`src/rtl/mac_tile_dual_pkg.sv`:
```
// Shared types and constants for the dual-dataflow (WS/OS) systolic PE.
package mac_pkg;

    typedef enum logic [1:0] {
        IDLE     = 2'd0,
        WS_RUN   = 2'd1,
        OS_RUN   = 2'd2,
        OS_DRAIN = 2'd3
    } state_e;

    localparam int INST_LOAD  = 0;
    localparam int INST_EXEC  = 1;
    localparam int INST_DRAIN = 2;

    localparam logic MODE_WS = 1'b0;
    localparam logic MODE_OS = 1'b1;

endpackage

```
`src/rtl/mac_tile_dual_mac_unit.sv`:
```
// Combinational a*b+c with per-operand signedness and accumulator-range overflow detect.
// MAC_TILE_SAT_EN: clamp the result to the psum_bw range instead of wrapping.
module mac_unit
    import mac_pkg::*;
#(
    parameter int bw       = 4,
    parameter int psum_bw  = 16,
    parameter int A_SIGNED = 0,
    parameter int W_SIGNED = 1
) (
    input  logic [bw-1:0]      a_i,
    input  logic [bw-1:0]      b_i,
    input  logic [psum_bw-1:0] c_i,
    output logic [psum_bw-1:0] sum_o,
    output logic               ovf_o
);

    // Accumulator is two's complement whenever either operand may be negative.
    localparam bit ACC_SIGNED = (A_SIGNED != 0) || (W_SIGNED != 0);
    localparam int PW         = 2 * bw + 2;
    localparam int EW         = psum_bw + 2;

    logic                 a_top, b_top, c_top;
    logic signed [PW-1:0] a_x, b_x, prod;
    logic signed [EW-1:0] prod_x, c_x, sum_x;

    assign a_top  = (A_SIGNED != 0) & a_i[bw-1];
    assign b_top  = (W_SIGNED != 0) & b_i[bw-1];
    assign c_top  = ACC_SIGNED & c_i[psum_bw-1];

    assign a_x    = {{(PW - bw){a_top}}, a_i};
    assign b_x    = {{(PW - bw){b_top}}, b_i};
    assign prod   = a_x * b_x;

    assign prod_x = {{(EW - PW){prod[PW-1]}}, prod};
    assign c_x    = {{2{c_top}}, c_i};
    assign sum_x  = prod_x + c_x;

    generate
        if (ACC_SIGNED) begin : g_signed
            logic [2:0] top_bits;
            assign top_bits = sum_x[EW-1:psum_bw-1];
            assign ovf_o    = (|top_bits) & ~(&top_bits);
        end else begin : g_unsigned
            assign ovf_o = |sum_x[EW-1:psum_bw];
        end
    endgenerate

`ifdef MAC_TILE_SAT_EN
    localparam logic [psum_bw-1:0] SAT_MAX = ACC_SIGNED ? {1'b0, {(psum_bw-1){1'b1}}}
                                                        : {psum_bw{1'b1}};
    localparam logic [psum_bw-1:0] SAT_MIN = ACC_SIGNED ? {1'b1, {(psum_bw-1){1'b0}}}
                                                        : {psum_bw{1'b0}};
    always_comb begin
        sum_o = sum_x[psum_bw-1:0];
        if (ovf_o) begin
            sum_o = sum_x[EW-1] ? SAT_MIN : SAT_MAX;
        end
    end
`else
    assign sum_o = sum_x[psum_bw-1:0];
`endif

endmodule

```
`src/rtl/mac_tile_dual.sv`:
```
// Systolic PE running weight-stationary or output-stationary dataflow, chosen per tile.
// MAC_TILE_SAT_EN: saturating accumulator / WS psum instead of wrap-around.
module mac_tile_dual
    import mac_pkg::*;
#(
    parameter int bw       = 4,
    parameter int psum_bw  = 16,
    parameter int A_SIGNED = 0,
    parameter int W_SIGNED = 1
) (
    input  logic               clk,
    input  logic               reset,
    input  logic               mode,
    input  logic [bw-1:0]      in_w,
    output logic [bw-1:0]      out_e,
    input  logic [2:0]         inst_w,
    output logic [2:0]         inst_e,
    input  logic [psum_bw-1:0] in_n,
    output logic [psum_bw-1:0] out_s,
    output logic               ovf
);

    state_e             state_q;
    state_e             run_state;
    logic               mode_q;
    logic               cur_mode;
    logic               wloaded_q;
    logic [bw-1:0]      a_q;
    logic [bw-1:0]      b_q;
    logic [psum_bw-1:0] c_q;
    logic [psum_bw-1:0] acc_q;
    logic [psum_bw-1:0] drain_q;
    logic [2:0]         inst_e_q;
    logic               ovf_q;

    logic               ld, ex, dr, inst_active;
    logic               ws_sel;
    logic [bw-1:0]      mac_a, mac_b;
    logic [psum_bw-1:0] mac_c, mac_sum;
    logic               mac_ovf;
    logic [psum_bw-1:0] w_ext;

    assign ld          = inst_w[INST_LOAD];
    assign ex          = inst_w[INST_EXEC];
    assign dr          = inst_w[INST_DRAIN];
    assign inst_active = |inst_w;

    // In IDLE the live mode pin decides; afterwards the captured mode is authoritative.
    assign cur_mode = (state_q == IDLE) ? mode : mode_q;

    always_comb begin
        run_state = state_q;
        if (state_q == IDLE && inst_active) begin
            run_state = (cur_mode == MODE_OS) ? OS_RUN : WS_RUN;
        end
    end

    // The single multiply-add serves the WS psum in WS_RUN and the OS accumulator otherwise.
    assign ws_sel = (state_q == WS_RUN);
    assign mac_a  = ws_sel ? a_q : in_w;
    assign mac_b  = ws_sel ? b_q : in_n[bw-1:0];
    assign mac_c  = ws_sel ? c_q : acc_q;

    mac_unit #(
        .bw       (bw),
        .psum_bw  (psum_bw),
        .A_SIGNED (A_SIGNED),
        .W_SIGNED (W_SIGNED)
    ) u_mac (
        .a_i   (mac_a),
        .b_i   (mac_b),
        .c_i   (mac_c),
        .sum_o (mac_sum),
        .ovf_o (mac_ovf)
    );

    always_ff @(posedge clk) begin
        if (reset) begin
            state_q   <= IDLE;
            mode_q    <= MODE_WS;
            wloaded_q <= 1'b0;
            a_q       <= '0;
            b_q       <= '0;
            c_q       <= '0;
            acc_q     <= '0;
            drain_q   <= '0;
            inst_e_q  <= '0;
            ovf_q     <= 1'b0;
        end else begin
            inst_e_q[INST_EXEC]  <= ex;
            inst_e_q[INST_DRAIN] <= dr;
            // In WS the first load is swallowed as this tile's weight; later loads skip east.
            inst_e_q[INST_LOAD]  <= (cur_mode == MODE_WS) ? (ld & wloaded_q) : ld;

            if (state_q == IDLE && inst_active) begin
                mode_q <= mode;
            end
            state_q <= run_state;

            case (run_state)
                IDLE: ;
                WS_RUN: begin
                    if (ld && !wloaded_q) begin
                        b_q       <= in_w;
                        wloaded_q <= 1'b1;
                    end
                    if ((ld && wloaded_q) || ex) begin
                        a_q <= in_w;
                    end
                    if (ex) begin
                        c_q <= in_n;
                    end
                end
                OS_RUN: begin
                    if (dr) begin
                        drain_q <= acc_q;
                        acc_q   <= in_n;
                        state_q <= OS_DRAIN;
                    end else if (ex) begin
                        a_q   <= in_w;
                        b_q   <= in_n[bw-1:0];
                        acc_q <= mac_sum;
                        ovf_q <= ovf_q | mac_ovf;
                    end
                end
                OS_DRAIN: begin
                    if (!inst_active) begin
                        state_q <= IDLE;
                        acc_q   <= '0;
                        drain_q <= '0;
                        ovf_q   <= 1'b0;
                    end else if (dr) begin
                        drain_q <= acc_q;
                        acc_q   <= in_n;
                    end
                end
            endcase
        end
    end

    assign w_ext = {{(psum_bw - bw){(W_SIGNED != 0) & b_q[bw-1]}}, b_q};

    always_comb begin
        out_s = '0;
        case (state_q)
            WS_RUN:   out_s = mac_sum;
            OS_RUN:   out_s = w_ext;
            OS_DRAIN: out_s = drain_q;
            default:  out_s = '0;
        endcase
    end

    assign out_e  = a_q;
    assign inst_e = inst_e_q;
    assign ovf    = ovf_q;

endmodule
```
`config.mk`:
```
export PLATFORM = sky130hd
export DESIGN_NAME = mac_tile_dual
export DESIGN_NICKNAME = d
export VERILOG_FILES = /design/src/rtl/mac_tile_dual_pkg.sv /design/src/rtl/mac_tile_dual_mac_unit.sv /design/src/rtl/mac_tile_dual.sv
export SDC_FILE = /design/constraint.sdc
export NUM_CORES = 1
export LEC_CHECK = 0
export CORE_UTILIZATION = 51
export CTS_BUF_LIST = sky130_fd_sc_hd__clkbuf_4 sky130_fd_sc_hd__clkbuf_8
export DETAILED_ROUTE_END_ITERATION = 10
export PLACE_DENSITY = 0.84
export SYNTH_ARGS = -nofsm -noshare
export SYNTH_HDL_FRONTEND = slang
export SYNTH_HIERARCHICAL = 1
export SYNTH_SLANG_ARGS = --single-unit
```
`constraint.sdc`:
```
create_clock -name clk -period 6.75 [get_ports clk]
set_input_delay 1.0125 -clock clk [delete_from_list [all_inputs] [get_ports clk]]
set_output_delay 1.0125 -clock clk [all_outputs]
set_load 0.02 [all_outputs]
```
==> impl_metrics.env, run 1 <==
export IMPL_run_status="finished clean"
export IMPL_hold_path_cell_count=2
export IMPL_cts_reportedPaths_clkPinSlew_ns=0.08
export IMPL_route_met2_wl_mm=6.228
export IMPL_layout_min_cycle_time_ns=6.628
export IMPL_top_signal_layer_used="met4"
export IMPL_synth_top_cell_area_share_pct=27.96
export IMPL_critPathMaxFanout=4
export IMPL_first_global_vias=4312
export IMPL_worst_path_most_repeated_cell="sky130_fd_sc_hd__fa_1"
export IMPL_ctsRootBufferMaster="sky130_fd_sc_hd__clkbuf_8"
export IMPL_final_cell_mix="78 x sky130_fd_sc_hd__nand2_1, 64 x sky130_fd_sc_hd__dfxtp_1, 48 x sky130_fd_sc_hd__nor2_1"
export IMPL_synth_main_ff_cell="sky130_fd_sc_hd__dfxtp_1"
export IMPL_cts_hold_buffers_added=0
export IMPL_hold_slack_ns=0.4586
export IMPL_crit_arrival_ns=5.62
export IMPL_timing_max_cap_violations=0
export IMPL_floorplan_rows=34
export IMPL_detail_route_drc_violations=0
export IMPL_holdCritPathClass="reg2reg"
export IMPL_syn_avg_cell_area_um2=8.647
export IMPL_wirelength_met1_mm=5.235
export IMPL_critical_path_required_ns=5.74
export IMPL_antenna_cells_inserted=0
export IMPL_placedCellCount=682
export IMPL_peakVddDrop_mv=0.1238
export IMPL_slowest_delay_ns=0.62
export IMPL_fillcell_total=682
export IMPL_synthDistinctLibCells=53
export IMPL_max_freq_ghz=0.1509
export IMPL_cts_sink_count=64
export IMPL_slew_limit_headroom_pct=11.25
export IMPL_buffer_ports_inserted=49
export IMPL_drt_iter0_markers=297
export IMPL_cts_made_buffers=9
export IMPL_design_portCount=50
export IMPL_drt_wirelength_per_cell_um=18.61
export IMPL_global_route_wire_length_before_repair_mm=20.93
export IMPL_r2r_end="ovf"
export IMPL_die_height_um=96.80
export IMPL_post_layout_nonfiller_instances=698
export IMPL_power_density_mw_per_mm2=276.0
export IMPL_pin_count_of_the_biggest_net_entering_global_routing=34
export IMPL_setup_worst_path_class="in2out"
export IMPL_clk_latency_ns=0.35
export IMPL_netlist_area_pre_place_mm2=0.004583
export IMPL_synthesis_yosys_warnings=6
export IMPL_areaGrowthSynthToFinish_pct=20.64
export IMPL_detail_route_vias_per_cell=6.066
export IMPL_synthesis_nets=608
export IMPL_worst_slew_pin_transition_ns=1.331
export IMPL_grt_util_all_layers_pct=28.07
export IMPL_start_kind="input pin"
export IMPL_post_cts_setup_buffers=0
export IMPL_hold_path_sink="drain_q[7]"
export IMPL_gr_total_overflow=0
export IMPL_fp_coreArea_mm2=0.008721
export IMPL_ant_nets=0
export IMPL_setup_violations=0
export IMPL_routed_wirelength_mm=12.99
export IMPL_tritoncts="yes"
export IMPL_setup_tns_final_ns=0
export IMPL_reg2reg_depth=18
export IMPL_cp_top_family="adder cells"
export IMPL_syn_instance_count=530
export IMPL_ys_ff_latch=64
export IMPL_chipWidth_um=96.80
export IMPL_number_of_buffers_and_inverters_on_the_critical_path=4
export IMPL_num_nets_final=663
export IMPL_cell_with_the_biggest_individual_delay_on_the_critical_path="sky130_fd_sc_hd__clkdlybuf4s50_1"
export IMPL_antenna_found_initial=0
export IMPL_flop_to_flop_setup_slack_ns=1.88
export IMPL_critical_path_cell_chain="clkdlybuf4s50_1, mux2_2, and2_1, fa_1, fa_1, inv_1, fa_1, inv_1, ha_1, nand3_1, o22ai_2, o21ai_0, xnor2_1, mux2_2, nand2_1, nand2_1, clkdlybuf4s50_1"
export IMPL_clock_tree_buffer_depth=2
export IMPL_yosysSeqAreaShare_pct=27.96
export IMPL_htreeDepth=3
export IMPL_layout_cell_share_with_drive_strength_beyond_1_pct=18.14
export IMPL_layout_commonest_cell="sky130_fd_sc_hd__nand2_1"
export IMPL_post_dp_hpwl_mm=8.776
export IMPL_timing_hold_worst_start="drain_q[7]"
export IMPL_met3RoutedLength_mm=1.022
export IMPL_timing_rr_start="state_q[0]"
export IMPL_synth_top_cell_by_area="sky130_fd_sc_hd__dfxtp_1"
export IMPL_skew_ns=0.006957
export IMPL_post_route_worst_setup_slack_ns=0.1223
export IMPL_slew_viol_final=0
export IMPL_floorplan_die_area_mm2=0.009369
export IMPL_initial_core_utilization_pct=52.55
export IMPL_pre_cts_slack_ns=-0.08498
export IMPL_dr_total_vias=4234
export IMPL_setup_worst_path_end_class="output port"
export IMPL_drtPass1Iterations=5
export IMPL_synth_edff_count=0
export IMPL_final_core_util_pct=63.40
export IMPL_power_leakage_nw=2.502
export IMPL_place_gp_congestion=0.8766
export IMPL_period_share_pct=98.19
export IMPL_synth_async_reset_ratio_pct=0
export IMPL_report_final_hold_viol_count=0
export IMPL_synth_top_cells_by_area="sky130_fd_sc_hd__dfxtp_1 28%, sky130_fd_sc_hd__ha_1 11%, sky130_fd_sc_hd__mux2_2 10%"
==> report_power, final <==
part / internal, W / switching (W)
logic: 0.000297 / 0.000379
registers: 0.000409 / 0.0000205
clock network: 0.000257 / 0.000163
total: 0.000963 / 0.000563
==> tightest hold or removal path: stages, from the launching register on <==
cell and delay, ns:
sky130_fd_sc_hd__dfxtp_1 0.32, sky130_fd_sc_hd__nand2_1 0.05, sky130_fd_sc_hd__a21oi_1 0.05
==> sequential cells by signal (all words and copies together), names as in the netlist <==
register	flops
acc_q	16
c_q	16
drain_q	16
b_q	4
out_e	4
inst_e	3
state_q	2
mode_q	1
ovf	1
wloaded_q	1
==> cell type report <==
type                       instances  area (µm²)  share of cell area, %
clock buffer                      10       137.6                  2.489
clock inverter                     6       113.9                  2.059
inverter                          34       127.6                  2.308
multi-input combinational        404        3068                  55.49
sequential                        64        1281                  23.17
tap                              108       135.1                  2.444
timing repair buffer              72       665.6                  12.04
==> cell families after synthesis <==
kind of cell | after synthesis | share of synthesized area, %
buffers and inverters | 62 | 5.897
DFF | 64 | 27.96
muxes | 65 | 15.32
AOI/OAI and AO/OA | 110 | 16.49
adders and majority gates | 52 | 16.16
xor gates and xnor gates | 10 | 1.911
and+or+nand+nor | 167 | 16.27
==> layer usage <==
metal,GRT usage (%),vias up
met2,45.72,224
met4,12.63,0
met3,7.370,53
li1,-,1952
met1,34.77,2005
met5,0,-
==> per-stage QoR <==
stage,power [W],area (µm²)
floorplan,0.0008899,4583
global placement,0.001056,5241
detailed placement,0.001081,5241
CTS,0.001500,5489
global route,0.001609,5529
finish,0.001526,5529
==> cell usage after synthesis (all sizes together), types with 2 or more instances <==
cell type	count
ha	40
o22ai	4
nand3	2
xor2	2
a221oi	16
a21oi	37
a21o	2
buf	20
mux2	41
o21bai	4
dfxtp	64
o21a	4
nand2b	6
o2111ai	2
or3	2
nor3	5
nand2	78
inv	34
o21ai	24
o31ai	5
nor2b	6
xnor2	8
or2	2
mux2i	24
clkbuf	8
and2	9
nor2	50
a31oi	2
a22o	3
nand4	4
nor3b	2
fa	12
==> worst max path at each step <==
stage | to | slack (ns) | depth (start not counted) | startpoint
floorplan | out_s[13] | 0.97 | 17 | in_n[3]
global placement | out_s[13] | 0.01 | 19 | in_w[0]
detailed placement | out_s[13] | -0.08 | 19 | in_w[0]
CTS | out_s[11] | 0.02 | 18 | in_w[0]
global route | out_s[15] | -0.03 | 20 | in_n[1]
finish | out_s[9] | 0.12 | 17 | in_n[1]
==> repair_timing <==
action | 4_1_cts | 5_1_grt
gates resized for setup | 3 | 14
pin swaps | 0 | 1
endpoints found under the setup margin | 3 | 8
Power figures use the tool's default switching activity.
==> run 2, diff against run 1 <==
--- a/config.mk
+++ b/config.mk
@@ -5,6 +5,7 @@
 export SDC_FILE = /design/constraint.sdc
 export NUM_CORES = 1
 export LEC_CHECK = 0
+export ABC_CLOCK_PERIOD_IN_PS = 6750
 export CORE_UTILIZATION = 51
 export CTS_BUF_LIST = sky130_fd_sc_hd__clkbuf_4 sky130_fd_sc_hd__clkbuf_8
 export DETAILED_ROUTE_END_ITERATION = 10
==> results of run 2 <==
Final layout, timing and power as in run 1 (identical DEF).
